<file path="config.mk">
export PLATFORM = sky130hd
export DESIGN_NAME = mem_lsu
export DESIGN_NICKNAME = d
export VERILOG_FILES = /design/src/rtl/mem_lsu_pkg.sv /design/src/rtl/mem_lsu_align.sv /design/src/rtl/mem_lsu.sv
export SDC_FILE = /design/constraint.sdc
export NUM_CORES = 1
export LEC_CHECK = 0
export ABC_AREA = 0
export CAP_MARGIN = 20
export CORE_ASPECT_RATIO = 0.7
export CORE_MARGIN = 2
export CORE_UTILIZATION = 49
export CTS_BUF_LIST = sky130_fd_sc_hd__clkbuf_8
export DETAILED_ROUTE_END_ITERATION = 12
export GPL_TIMING_DRIVEN = 0
export PLACE_DENSITY = 0.95
export RECOVER_POWER = 25
export SYNTH_ARGS = -nofsm -noshare
export SYNTH_HDL_FRONTEND = slang
export SYNTH_SLANG_ARGS = --single-unit
</file>
<file path="constraint.sdc">
create_clock -name clk -period 2.3 [get_ports clk]
set_input_delay 0.23 -clock clk [delete_from_list [all_inputs] [get_ports clk]]
set_output_delay 0.23 -clock clk [all_outputs]
set_load 0.005 [all_outputs]
</file>
<file path="src/rtl/mem_lsu_pkg.sv">
// Shared constants for the memory stage: load/store size codes, FSM
// encodings and data bus widths.
package mem_lsu_pkg;

  localparam int unsigned LSU_DATA_W = 32;
  localparam int unsigned LSU_BE_W   = 4;
  localparam int unsigned LSU_REG_W  = 5;
  localparam int unsigned LSU_F3_W   = 3;

  localparam logic [2:0] LSU_B  = 3'b000;
  localparam logic [2:0] LSU_H  = 3'b001;
  localparam logic [2:0] LSU_W  = 3'b010;
  localparam logic [2:0] LSU_BU = 3'b100;
  localparam logic [2:0] LSU_HU = 3'b101;

  localparam logic [0:0] ST_IDLE = 1'b0;
  localparam logic [0:0] ST_WAIT = 1'b1;

endpackage

</file>
<file path="src/rtl/mem_lsu_align.sv">
// Combinational lane logic for the memory stage.
// Ports:
//   funct3, addr_lo, store, store_data : request being presented (IDLE)
//   ld_funct3, ld_addr_lo, rdata       : captured load info + bus read word
//   be, wdata                          : byte enables / lane-replicated data
//   load_data                          : extracted and extended load result
//   err                                : misaligned access or illegal funct3
module lsu_align
  import mem_lsu_pkg::*;
(
  input  logic [LSU_F3_W-1:0]   funct3,
  input  logic [1:0]            addr_lo,
  input  logic                  store,
  input  logic [LSU_DATA_W-1:0] store_data,
  input  logic [LSU_F3_W-1:0]   ld_funct3,
  input  logic [1:0]            ld_addr_lo,
  input  logic [LSU_DATA_W-1:0] rdata,
  output logic [LSU_BE_W-1:0]   be,
  output logic [LSU_DATA_W-1:0] wdata,
  output logic [LSU_DATA_W-1:0] load_data,
  output logic                  err
);

  logic [7:0]  byte_sel;
  logic [15:0] half_sel;

  // Request side: enables, store replication, legality.
  always_comb begin
    be    = '0;
    wdata = '0;
    err   = 1'b0;
    case (funct3)
      LSU_B, LSU_BU: begin
        be  = 4'b0001 << addr_lo;
        err = store && (funct3 == LSU_BU);
        if (store) wdata = {4{store_data[7:0]}};
      end
      LSU_H, LSU_HU: begin
        be  = addr_lo[1] ? 4'b1100 : 4'b0011;
        err = addr_lo[0] || (store && (funct3 == LSU_HU));
        if (store) wdata = {2{store_data[15:0]}};
      end
      LSU_W: begin
        be  = 4'b1111;
        err = |addr_lo;
        if (store) wdata = store_data;
      end
      default: err = 1'b1;
    endcase
  end

  // Response side: pick the addressed lane and extend.
  always_comb begin
    byte_sel  = rdata[8*ld_addr_lo +: 8];
    half_sel  = ld_addr_lo[1] ? rdata[31:16] : rdata[15:0];
    load_data = rdata;
    case (ld_funct3)
      LSU_B:   load_data = {{24{byte_sel[7]}}, byte_sel};
      LSU_BU:  load_data = {24'd0, byte_sel};
      LSU_H:   load_data = {{16{half_sel[15]}}, half_sel};
      LSU_HU:  load_data = {16'd0, half_sel};
      default: load_data = rdata;
    endcase
  end

endmodule

</file>
<file path="src/rtl/mem_lsu.sv">
// Memory stage and MEM/WB register. Runs one req/ack bus transaction per
// load/store, stalls upstream until it completes, and passes non-memory
// results to writeback with one cycle of latency.
// Ports:
//   clk, rst                      : clock, synchronous active-high reset
//   valid_i .. wreg_data_i        : execute-stage outputs
//   stall_o                       : combinational upstream hold
//   dbus_*                        : data bus request / response
//   valid_o, wreg_*_o             : writeback tuple
//   access_err_o                  : misaligned / illegal access pulse
module mem_lsu
  import mem_lsu_pkg::*;
#(
  parameter int unsigned ADDR_W = 32,
  parameter int unsigned DATA_W = 32
) (
  input  logic                 clk,
  input  logic                 rst,
  input  logic                 valid_i,
  input  logic                 wmem_en_i,
  input  logic                 rmem_en_i,
  input  logic [ADDR_W-1:0]    mem_addr_i,
  input  logic [LSU_F3_W-1:0]  funct3_i,
  input  logic                 wreg_en_i,
  input  logic [LSU_REG_W-1:0] wreg_addr_i,
  input  logic [DATA_W-1:0]    wreg_data_i,
  output logic                 stall_o,
  output logic                 dbus_req_o,
  output logic                 dbus_we_o,
  output logic [ADDR_W-1:0]    dbus_addr_o,
  output logic [LSU_BE_W-1:0]  dbus_be_o,
  output logic [DATA_W-1:0]    dbus_wdata_o,
  input  logic                 dbus_ack_i,
  input  logic [DATA_W-1:0]    dbus_rdata_i,
  output logic                 valid_o,
  output logic                 wreg_en_o,
  output logic [LSU_REG_W-1:0] wreg_addr_o,
  output logic [DATA_W-1:0]    wreg_data_o,
  output logic                 access_err_o
);

  logic [0:0]           state, state_nxt;
  logic                 mem_op;
  logic                 accept, reject, done;
  logic [LSU_F3_W-1:0]  cap_funct3;
  logic [1:0]           cap_addr_lo;
  logic                 cap_load;
  logic                 cap_wreg_en;
  logic [LSU_REG_W-1:0] cap_wreg_addr;
  logic [LSU_BE_W-1:0]  al_be;
  logic [DATA_W-1:0]    al_wdata;
  logic [DATA_W-1:0]    al_load;
  logic                 al_err;

  assign mem_op = valid_i && (wmem_en_i || rmem_en_i);

  lsu_align u_align (
    .funct3     (funct3_i),
    .addr_lo    (mem_addr_i[1:0]),
    .store      (wmem_en_i),
    .store_data (wreg_data_i),
    .ld_funct3  (cap_funct3),
    .ld_addr_lo (cap_addr_lo),
    .rdata      (dbus_rdata_i),
    .be         (al_be),
    .wdata      (al_wdata),
    .load_data  (al_load),
    .err        (al_err)
  );

  // Next state and upstream stall.
  always_comb begin
    state_nxt = state;
    stall_o   = 1'b0;
    accept    = 1'b0;
    reject    = 1'b0;
    done      = 1'b0;
    case (state)
      ST_IDLE: begin
        if (mem_op) begin
          if (al_err) begin
            reject = 1'b1;
          end else begin
            accept    = 1'b1;
            stall_o   = 1'b1;
            state_nxt = ST_WAIT;
          end
        end
      end
      ST_WAIT: begin
        stall_o = !dbus_ack_i;
        if (dbus_ack_i) begin
          done      = 1'b1;
          state_nxt = ST_IDLE;
        end
      end
      default: state_nxt = ST_IDLE;
    endcase
  end

  // State, bus request and writeback registers.
  always_ff @(posedge clk) begin
    if (rst) begin
      state         <= ST_IDLE;
      dbus_req_o    <= 1'b0;
      dbus_we_o     <= 1'b0;
      dbus_addr_o   <= '0;
      dbus_be_o     <= '0;
      dbus_wdata_o  <= '0;
      valid_o       <= 1'b0;
      wreg_en_o     <= 1'b0;
      wreg_addr_o   <= '0;
      wreg_data_o   <= '0;
      access_err_o  <= 1'b0;
      cap_funct3    <= '0;
      cap_addr_lo   <= '0;
      cap_load      <= 1'b0;
      cap_wreg_en   <= 1'b0;
      cap_wreg_addr <= '0;
    end else begin
      state        <= state_nxt;
      valid_o      <= 1'b0;
      wreg_en_o    <= 1'b0;
      access_err_o <= 1'b0;

      if (state == ST_IDLE && valid_i && !mem_op) begin
        valid_o     <= 1'b1;
        wreg_en_o   <= wreg_en_i;
        wreg_addr_o <= wreg_addr_i;
        wreg_data_o <= wreg_data_i;
      end

      if (reject) begin
        valid_o      <= 1'b1;
        access_err_o <= 1'b1;
      end

      // Store wins when both enables are set.
      if (accept) begin
        dbus_req_o    <= 1'b1;
        dbus_we_o     <= wmem_en_i;
        dbus_addr_o   <= {mem_addr_i[ADDR_W-1:2], 2'b00};
        dbus_be_o     <= al_be;
        dbus_wdata_o  <= al_wdata;
        cap_funct3    <= funct3_i;
        cap_addr_lo   <= mem_addr_i[1:0];
        cap_load      <= !wmem_en_i;
        cap_wreg_en   <= wreg_en_i;
        cap_wreg_addr <= wreg_addr_i;
      end

      if (done) begin
        dbus_req_o  <= 1'b0;
        valid_o     <= 1'b1;
        wreg_en_o   <= cap_load && cap_wreg_en;
        wreg_addr_o <= cap_wreg_addr;
        if (cap_load) wreg_data_o <= al_load;
      end
    end
  end

endmodule

</file>
==> results, run 1 <==
- The areal power density over the cells is about 630 nW/um^2.
- The vertical extent of the die is around 94 um.
- The fraction of final layout cells sized beyond drive strength 1 is about 9.6%.
- Walking the worst path, the cells encountered are dlygate4sd2_1 > a221oi_4 > o221ai_4 > buf_6 > o21ai_1 > clkdlybuf4s50_1.
- Synthesis instantiated 49 different standard cells from the library.
- A synthesized cell averages 8.55 um^2.
- The initial antenna violation count is 0.
- In this run the cell area of the synthesized design comes to ~5700 um^2.
- The register area is roughly 2400 um^2.
- The routed wirelength normalized by instance count is 20.2 um.
- The clock period minus worst slack is roughly 2.4 ns.
- The met1 wire length is roughly 8600 um.
- The kind of start point of the critical path is an input pin.
- The final reports fail on negative setup slack.
- The slowest stage of the critical path belongs to the cell sky130_fd_sc_hd__clkdlybuf4s50_1.
- The TritonCTS clock tree is yes.
- Data arrives at the worst endpoint at approximately 2.2 ns.
- The number of detailed-routing iterations run before antenna repair is 7.
- In this run, the clock network consumes 41.1% of the power.
- The floorplan step defined a die boundary enclosing 12,400 um^2.
- The total global-route track usage is 33.7%.
- The critical-path maximum fanout is 10.
- IR analysis of the VDD net gives a maximum drop of around 0.42 mV.
- The deepest clock path buffer count is 2.
- The initial utilization of the core area, before any placement, comes to between 50% and 60%.
- The wire-length estimate of the detail-placed layout is between 15,000 and 20,000 um.
- The number of maximum-capacitance violations is 0.
- The DRC marker count from the first detailed-route iteration is 724.
- For this design the total switching power over the nets is between 1 and 1.5 mW.
- Sequential cells account for a little over two fifths of the total power.
- After detailed routing, the number of remaining DRC violations is 0.
- In the final layout, the multi-input gates occupy 2870 um^2.
- At the pin with the least slew margin, the transition time is ~0.86 ns.
- The routed layout has between 6k and 7k vias.
- After layout, the worst setup slack is -0.0786 ns.
- The biggest cell delay along the critical path is around 0.56 ns.
- The most used flip-flop cell after synthesis is sky130_fd_sc_hd__dfxtp_1.
- The setup clock skew after layout is roughly 0.0075 ns.
- The root buffer cell chosen for the clock tree is sky130_fd_sc_hd__clkbuf_8.
- During synthesis, Yosys emitted a total of 0 warnings.
- Counting every sink on the clock net gives 121.
- Buffers inserted to repair hold after CTS numbered 0.
- The post-synthesis cell count is approximately 660.
- Timing would allow up to 420 MHz.
- The worst setup path is of the input pin to primary output kind.
- The number of nets at the end of the flow is ~1.0k.
- The synthesized design contains 0 enable-type register cells.
- The power consumption is 5.35 mW.
- The cell row count is 32.
- After synthesis the netlist holds a flip-flop and latch count of between 100 and 150.
- Clock-pin slew was measured on the worst setup and hold paths at roughly 0.07 ns.
- Sequential elements use 42.8% of the synthesized area.
- Combinational logic is responsible for between 15 and 20% of the overall power.
- Summed over all nets, wire length on met2 after detailed routing comes to slightly above 9000 um.
- The run finished, with violations left.
- STA puts the critical path data required time at 2.07 ns.
- Of the total power, the share spent switching nets is about a quarter.
- The number of buffers and inverters on the critical path is 3.
- In this run the number of H-tree levels came out at 4.
- Dividing the detail-routed via count by the number of cells gives 6.03.
- The ratio of final minimum period to clock period is 103%.
- The final setup violation count is 1.
- The cell count after placement is between 1k and 1.5k.
- The fraction of registers with async set/reset is 0%.
- The via count of the first global-routing pass came to ~6.0k.
- The final-report max-slew violation count is 0.
- Summed over all layers, the routed wires come to between 20,000 and 25,000 um.
- The leakage power figure is around 3 nW.
- The number of clock buffers added by TritonCTS is 17.
- The routed design uses 2810 um of met3 wire.
- Global routing finished with a remaining overflow of 0.
- The kind of cell with the highest combined delay along the critical path is buffers and inverters.
- The hold violation total from the final report is 0.
- The endpoint type of the worst setup path is a primary output.
- The worst hold path class is input pin to flop.
- The relative slew slack is a little over two fifths.
- The area growth from synthesis to layout is 50.9%.
- The wire length of the first global-routing pass is between 30,000 and 40,000 um.
- The maximum number of pins on one net before global-route repair is 17.
- The count of nets left with antenna violations once routing finished came out at 0.
- The minimum hold slack is between 0.1 and 0.15 ns.
- The number of buffers inserted by port buffering is roughly 220.
- During I/O placement, the number of pins put on the boundary was about 220.
- The placeable core area is 11,100 um^2.
- The internal portion of total power is 3.96 mW.
- In this run the horizontal extent of the chip is ~130 um.
- The highest routed metal layer is met4.
- The later pin in the worst-skew pair is clocked with a latency of 0.45 ns.
- The final cell count without fillers is 1,069.
- The layout has 772 filler cells.
- At the end of routability-driven placement, the weighted congestion stood at about 0.97.
placed cells by master, fill, tap and decap left out, types with 8 or more instances in the layout:
cell / count
sky130_fd_sc_hd__mux2_2: 9
sky130_fd_sc_hd__o22ai_1: 10
sky130_fd_sc_hd__a211oi_1: 14
sky130_fd_sc_hd__clkbuf_8: 18
sky130_fd_sc_hd__o21ai_0: 13
sky130_fd_sc_hd__buf_4: 12
sky130_fd_sc_hd__dfxtp_1: 120
sky130_fd_sc_hd__buf_2: 21
sky130_fd_sc_hd__mux2i_1: 43
sky130_fd_sc_hd__nor2_1: 33
sky130_fd_sc_hd__a21oi_1: 54
sky130_fd_sc_hd__inv_1: 27
sky130_fd_sc_hd__clkbuf_1: 31
sky130_fd_sc_hd__nand3_1: 11
sky130_fd_sc_hd__clkdlybuf4s50_1: 211
sky130_fd_sc_hd__nand2_1: 121
sky130_fd_sc_hd__nor3_1: 24
sky130_fd_sc_hd__a221oi_1: 53
sky130_fd_sc_hd__a31o_1: 8
sky130_fd_sc_hd__a22oi_1: 9
Yosys cell counts, types with 4 or more instances:
cell type | instances | area share (%)
sky130_fd_sc_hd__a221oi_1 | 53 | 8.2
sky130_fd_sc_hd__nand3_1 | 11 | 0.97
sky130_fd_sc_hd__nor3_1 | 24 | 2.1
sky130_fd_sc_hd__nand2b_1 | 4 | 0.44
sky130_fd_sc_hd__a21oi_1 | 54 | 4.8
sky130_fd_sc_hd__nor2b_1 | 6 | 0.66
sky130_fd_sc_hd__dfxtp_1 | 121 | 43
sky130_fd_sc_hd__buf_2 | 21 | 1.9
sky130_fd_sc_hd__mux2_2 | 9 | 1.8
sky130_fd_sc_hd__inv_1 | 24 | 1.6
sky130_fd_sc_hd__a31o_1 | 8 | 1.2
sky130_fd_sc_hd__o21ai_0 | 13 | 1.1
sky130_fd_sc_hd__o22ai_1 | 10 | 1.1
sky130_fd_sc_hd__a2111oi_0 | 4 | 0.62
sky130_fd_sc_hd__mux2i_1 | 43 | 7.6
sky130_fd_sc_hd__nor2_1 | 33 | 2.2
sky130_fd_sc_hd__a22oi_1 | 9 | 1.2
sky130_fd_sc_hd__a211oi_1 | 14 | 1.9
sky130_fd_sc_hd__a2111oi_2 | 4 | 1.1
sky130_fd_sc_hd__clkbuf_1 | 32 | 2.1
sky130_fd_sc_hd__nand2_1 | 121 | 8.0
sky130_fd_sc_hd__buf_4 | 7 | 0.93
cells by family (layout without fill, tap and decap cells):
kind of cell	count (synthesis)	count (layout)	synth area share (%)
and+or+nand+nor	211	211	16.4
AOI/OAI and AO/OA	187	187	24.0
DFF	121	121	42.8
muxes	52	52	9.40
buffers and inverters	90	342	7.30
other	1	3	0.0663
per-layer routing:
layer | GRT usage [%] | up-vias
met5 | 0 | -
met1 | 43.6 | 3001
met4 | 15.1 | 0
li1 | - | 2880
met2 | 50.9 | 462
met3 | 11.9 | 98
through the flow:
step | setup WS (ns) | setup TNS, ns | cell area [um^2] | util [%]
final | -0.0786 | -0.0786 | 8540 | 76.7
after floorplan | 0.742 | 0 | 5660 | -
after detailed placement | -0.267 | -0.276 | 8020 | 72.0
after global routing | -0.0964 | -0.0964 | 8540 | 76.7
after global placement | -0.242 | -0.243 | 8020 | 72.0
after CTS | 0.0244 | 0 | 8500 | 76.4
power groups by stage:
stage	Clock, mW	Combinational [mW]	Sequential [mW]
after floorplan	0	0.363	2.28
after global placement	0	0.855	2.28
after detailed placement	0	0.869	2.28
after CTS	2.21	0.880	2.23
after global routing	2.31	0.965	2.24
final	2.20	0.915	2.24
what timing repair did:
action | in CTS | in global routing
setup buffers | 2 | 3
endpoints found under the setup margin | 1 | 1
endpoints found under the hold margin | 0 | 0
pin swaps | 2 | 3
gates resized for setup | 8 | 2
gates cloned | 0 | 0
state kept, by name, summed over array words and instances, names as in the netlist, 2 cells and up:
| register | cells |
|---|---|
| wreg_data_o | 32 |
| cap_funct3 | 3 |
| dbus_addr_o | 30 |
| cap_addr_lo | 2 |
| wreg_addr_o | 5 |
| dbus_wdata_o | 32 |
| dbus_be_o | 4 |
| cap_wreg_addr | 5 |
area by class of cell:
| class | count | share of cell area (%) |
|---|---|---|
| flip-flops and latches | 121 | 28.4 |
| multi-input cells | 452 | 33.6 |
| clock inverters | 14 | 2.42 |
| repair buffers | 221 | 25.7 |
| inverters | 25 | 1.10 |
| well taps | 153 | 2.24 |
| plain buffers | 64 | 3.69 |
| diodes | 1 | 0.0293 |
| clock buffers | 18 | 2.90 |
worst paths after layout:
check / end / slack, ns / start / cells after the start
hold / removal: cap_load / 0.12 / wmem_en_i / 2
hold reg to reg: dbus_addr_o[2] / 0.45 / dbus_addr_o[2] / 2
setup reg to reg: wreg_data_o[27] / 0.28 / cap_addr_lo[1] / 6
setup / recovery: stall_o / -0.08 / funct3_i[2] / 6
Power figures use the tool's default switching activity.
==> run 2: changes to the inputs <==
- SKIP_LAST_GASP: unset -> 1
==> results of run 2 <==
No change in the layout: final DEF, timing and power equal those of run 1.
